--- src/rtl/mdu_iterative.sv ---
// Iterative MIPS multiply/divide unit: shift-add multiply, restoring divide, one bit per cycle.
// Optional macro MDU_EARLY_OUT_EN: multiplies finish once the remaining multiplier bits are zero.
module mdu_iterative #(
  parameter int WIDTH = 32,
  parameter int CNT_W = $clog2(WIDTH) + 1
) (
  input  logic             clk,
  input  logic             rst_n,
  input  logic             start,
  input  logic [2:0]       op,
  input  logic [WIDTH-1:0] a,
  input  logic [WIDTH-1:0] b,
  input  logic             flush,
  output logic             busy,
  output logic             done,
  output logic [WIDTH-1:0] hi,
  output logic [WIDTH-1:0] lo,
  output logic             div_by_zero
);

  typedef enum logic [1:0] {IDLE, CALC, FIX} state_t;

  state_t             state;
  logic [CNT_W-1:0]   cnt;
  logic [2*WIDTH-1:0] acc;
  logic [2*WIDTH-1:0] mcand;
  logic [WIDTH-1:0]   opb;
  logic [WIDTH-1:0]   dvsr;
  logic [WIDTH:0]     rem;
  logic               is_div, dz, psign, qsign, rsign;

  logic               sgn;
  logic [WIDTH-1:0]   a_mag, b_mag;
  logic [2*WIDTH-1:0] acc_nxt;
  logic [WIDTH+1:0]   diff;
  logic               last_iter;

  always_comb begin
    sgn     = ~op[0];
    a_mag   = (sgn && a[WIDTH-1]) ? -a : a;
    b_mag   = (sgn && b[WIDTH-1]) ? -b : b;
    acc_nxt = acc + (opb[0] ? mcand : '0);
    diff    = {rem, opb[WIDTH-1]} - {2'b00, dvsr};
`ifdef MDU_EARLY_OUT_EN
    last_iter = (cnt == CNT_W'(WIDTH - 1)) || (!is_div && ((opb >> 1) == '0));
`else
    last_iter = (cnt == CNT_W'(WIDTH - 1));
`endif
  end

  always_ff @(posedge clk or negedge rst_n) begin
    if (!rst_n) begin
      state       <= IDLE;
      cnt         <= '0;
      busy        <= 1'b0;
      done        <= 1'b0;
      hi          <= '0;
      lo          <= '0;
      div_by_zero <= 1'b0;
      acc         <= '0;
      mcand       <= '0;
      opb         <= '0;
      dvsr        <= '0;
      rem         <= '0;
      is_div      <= 1'b0;
      dz          <= 1'b0;
      psign       <= 1'b0;
      qsign       <= 1'b0;
      rsign       <= 1'b0;
    end else begin
      done <= 1'b0;
      case (state)
        IDLE: begin
          if (start) begin
            case (op)
              3'd0, 3'd1, 3'd2, 3'd3: begin
                state       <= CALC;
                busy        <= 1'b1;
                cnt         <= '0;
                div_by_zero <= 1'b0;
                is_div      <= op[1];
                psign       <= sgn & (a[WIDTH-1] ^ b[WIDTH-1]);
                qsign       <= sgn & (a[WIDTH-1] ^ b[WIDTH-1]);
                rsign       <= sgn & a[WIDTH-1];
                acc         <= '0;
                mcand       <= {{WIDTH{1'b0}}, a_mag};
                dvsr        <= b_mag;
                opb         <= op[1] ? a_mag : b_mag;
                dz          <= op[1] && (b == '0);
                // Divide-by-zero parks the raw dividend in rem so FIX can return it as hi.
                rem         <= (op[1] && (b == '0)) ? {1'b0, a} : '0;
              end
              3'd4:    hi <= a;
              3'd5:    lo <= a;
              default: ;
            endcase
          end
        end
        CALC: begin
          if (flush) begin
            state <= IDLE;
            busy  <= 1'b0;
          end else if (dz) begin
            // Zero divisor skips every iteration; one bubble keeps completion two edges after start.
            state <= FIX;
          end else begin
            cnt <= cnt + CNT_W'(1);
            if (is_div) begin
              rem <= diff[WIDTH+1] ? {rem[WIDTH-1:0], opb[WIDTH-1]} : diff[WIDTH:0];
              opb <= {opb[WIDTH-2:0], ~diff[WIDTH+1]};
            end else begin
              acc   <= acc_nxt;
              mcand <= mcand << 1;
              opb   <= opb >> 1;
            end
            if (last_iter) state <= FIX;
          end
        end
        FIX: begin
          state <= IDLE;
          busy  <= 1'b0;
          if (!flush) begin
            done <= 1'b1;
            if (dz) begin
              lo          <= '1;
              hi          <= rem[WIDTH-1:0];
              div_by_zero <= 1'b1;
            end else if (is_div) begin
              lo <= qsign ? -opb : opb;
              hi <= rsign ? -rem[WIDTH-1:0] : rem[WIDTH-1:0];
            end else begin
              {hi, lo} <= psign ? -acc : acc;
            end
          end
        end
        default: state <= IDLE;
      endcase
    end
  end

endmodule

--- config.mk ---
export PLATFORM = sky130hd
export DESIGN_NAME = mdu_iterative
export DESIGN_NICKNAME = d
export VERILOG_FILES = /design/src/rtl/mdu_iterative.sv
export SDC_FILE = /design/constraint.sdc
export NUM_CORES = 1
export LEC_CHECK = 0
export ABC_AREA = 0
export CAP_MARGIN = 20
export CORE_UTILIZATION = 42
export CTS_CLUSTER_SIZE = 25
export DETAILED_ROUTE_END_ITERATION = 7
export GPL_ROUTABILITY_DRIVEN = 0
export PLACE_DENSITY_LB_ADDON = 0.3
export SLEW_MARGIN = 40
export SYNTH_ARGS = -nofsm -noshare
export SYNTH_HDL_FRONTEND = slang
export SYNTH_SLANG_ARGS = --single-unit
--- constraint.sdc ---
create_clock -name clk -period 5.1 [get_ports clk]
set_clock_uncertainty 0.1 [all_clocks]
set_input_delay 1.02 -clock clk [delete_from_list [all_inputs] [get_ports clk]]
set_output_delay 1.02 -clock clk [all_outputs]
set_load 0.03 [all_outputs]
==> impl_metrics.tcl <==
set metrics [dict create \
    outcome "finished clean" \
    min_path_type "in -> async" \
    ys_seq_elements 304 \
    rsz0062_at_grt "no" \
    num_vias 23700 \
    post_cts_resized 0 \
    grt_use_total_pct 28.3 \
    dr.pass1.iters 6 \
    setup_viol 0 \
    fmaxAchievable_ghz 0.227 \
    timing.final.crit_share_pct 86.5 \
    routed_wirelength_mm 84.6 \
    die_w_um 243 \
    first_iter_violations 2759 \
    post_cts_buffers 0 \
    period_needed_ps 4410 \
    start_util_pct 42.8 \
    clock_sinks 304 \
    dpl.hpwl_mm 62.9 \
    synth_edf_count 0 \
    clk_pin_slew_ps 60 \
    drv_cap 0 \
    path_buf_inv 1 \
    cp_cell_sequence "buf_4 > and2_1 > ha_1 > nand4_1 > or3_1 > or3_1 > a2111oi_0 > or3_1 > o2bb2ai_1 > a211oi_1 > nor4bb_1 > xor2_1 > o21ai_0" \
    startpoint_type "flop" \
    ys_types 85 \
    avgSynthCellArea_um2 7.77 \
    portBuffers 137 \
    finalHoldViolCount 0 \
    seq_area_mm2 0.00761 \
    multi_input_area_mm2 0.0156 \
    critical-path-slowest-cell "dfrtp_1" \
    critical_path_required_ps 5490 \
    ctsLongestPathBuffers 3 \
    tns_ps 0 \
    wl_per_cell_um 21.4 \
    synth_warnings 0 \
    pwr_density_cell_mw_per_mm2 651 \
    clock_latency_ps 570 \
    cts_tree "yes" \
    synth_largest_area_cell "dfrtp_1" \
    syn_area_mm2 0.0243 \
    async_reset_ff_share_pct 100 \
    ys_top_cells_by_count "368 x nand2_1, 351 x a21oi_1, 329 x o21ai_0, 304 x dfrtp_1, 254 x nor2_1" \
    dieArea_mm2 0.0588 \
    cpLargestDelayFamily "simple AND/OR/NAND/NOR gates" \
    finalNetCount 3337 \
    max_stage_delay_ps 720 \
    first_global_vias 21700 \
    seq_area_frac_synth_pct 31.3 \
    crit_path_frequent_cell "or3_1" \
    p_leak_nw 11.9 \
    synth.most_common_cell "nand2_1" \
    synth.area.top_cells "dfrtp_1 31%, a21oi_1 7.2%, o21ai_0 6.8%, nand2_1 5.7%, ha_1 5.4%" \
    grt_max_degree 91 \
    total_power_mw 18.1 \
    grt_pass1_wl_mm 131 \
    relSlewSlack_pct 47.8 \
    drive_above_1_share_pct 6.14 \
    met3_usage_pct 4.87 \
    vias_per_cell 6.01 \
    grt_overflow_total 0 \
    ctsHoldBuffers 0 \
    drc 0 \
    fp.dieH_um 243 \
    core_region_area_mm2 0.0568 \
    synth_ff_type "dfrtp_1" \
    r2r_slack_ps 690 \
    maxSlewViolCount 0 \
    area_growth_pct 14.2 \
    numCtsBuffers 39 \
    fill_cells 5548 \
    antenna_left 0 \
    syn_nets 3304 \
    grt_util_met1_pct 41.2 \
    antenna_found_initial 0 \
    grtUsageMet2_pct 40.5 \
    root_buffer "clkbuf_16" \
    synth.top_cell.area_share_pct 31.3 \
    worst_pin_slew_ps 783 \
    arrival_ps 4800 \
    crit_fanout 27 \
    io_pins 138 \
    cp-end-kind "flop" \
    core.rowCount 87 \
    critPathKind "reg -> reg" \
    grt_busiest_layer "met1" \
    synth_cells 3127 \
    peakVddDrop_mv 0.389 \
    cts_max_level 2 \
    fin_util_pct 48.8 \
]
flip-flops by register name, indices dropped and copies added (netlist names):
register,flops
hi,32
div_by_zero,1
rsign,1
qsign,1
opb,32
busy,1
acc,64
dz,1
mcand,64
is_div,1
cnt,6
dvsr,32
done,1
state,2
rem,33
lo,32
metrics by stage:
step | cell area (um^2) | cells | hold WS [ps] | setup WS (ps)
2_1_floorplan | 24300 | 3127 | 349 | 1040
5_1_grt | 27700 | 3946 | 316 | 452
3_3_place_gp | 26400 | 3873 | 363 | 642
3_5_place_dp | 26400 | 3875 | 370 | 615
6_report | 27700 | 3947 | 289 | 690
4_1_cts | 27700 | 3946 | 292 | 754
where the power goes:
group | internal [mW] | switching (mW) | total (mW) | leakage [nW]
clock | 1.74 | 1.14 | 2.88 | 0.649
sequential | 3.26 | 1.15 | 4.42 | 3.87
combinational | 3.88 | 6.87 | 10.8 | 7.41
cell type report:
cell class                 count  area share, %
inverter                      87           1.18
clock inverter                12          0.510
clock buffer                  59           4.23
timing repair buffer         199           6.81
sequential                   304           27.5
tap                          756           3.41
antenna                        1        0.00902
multi-input combinational   2529           56.4
logic make-up after synthesis:
group                    synth area share [%]
flip-flops                               31.3
adder cells (fa/ha/maj)                  5.52
buffers and inverters                    4.63
multiplexers                             2.12
AO/OA/AOI/OAI                            28.0
AND/OR/NAND/NOR                          19.9
XOR/XNOR                                 8.51
cells in the final DEF, fill, tap and decap left out, types with 41 or more instances in the layout:
cell type        synthesis  layout
or3_1                   43      43
ha_1                   104     102
o31ai_1                 64      63
clkdlybuf4s50_1          0     135
nand2_1                368     366
o21ai_0                329     329
nand3_1                 47      47
and2_1                  72      72
a31oi_1                 49      49
nor3_1                  54      54
xor2_1                 110     110
xnor2_1                126     126
dfrtp_1                304     302
clkbuf_16                0      41
nor2_1                 254     253
inv_1                   86      86
buf_4                    0      58
a21o_1                  49      49
a21oi_1                351     351
worst paths after layout:
path,from,to,depth (start not counted)
worst max-delay path,opb[0],acc[61],13
worst min-delay path,rst_n,acc[6],1
worst max register to register,opb[0],acc[61],13
worst min register to register,lo[15],lo[15],2
max in group asynchronous,rst_n,qsign,2
min in group clk,lo[15],lo[15],2
metal layers:
metal	routed length, um	vias up
li1	-	11400
met1	37900	11100
met2	35200	1028
met3	7310	180
met4	4220	0
met5	0	-
No activity file was read; power rests on OpenSTA's default activity.
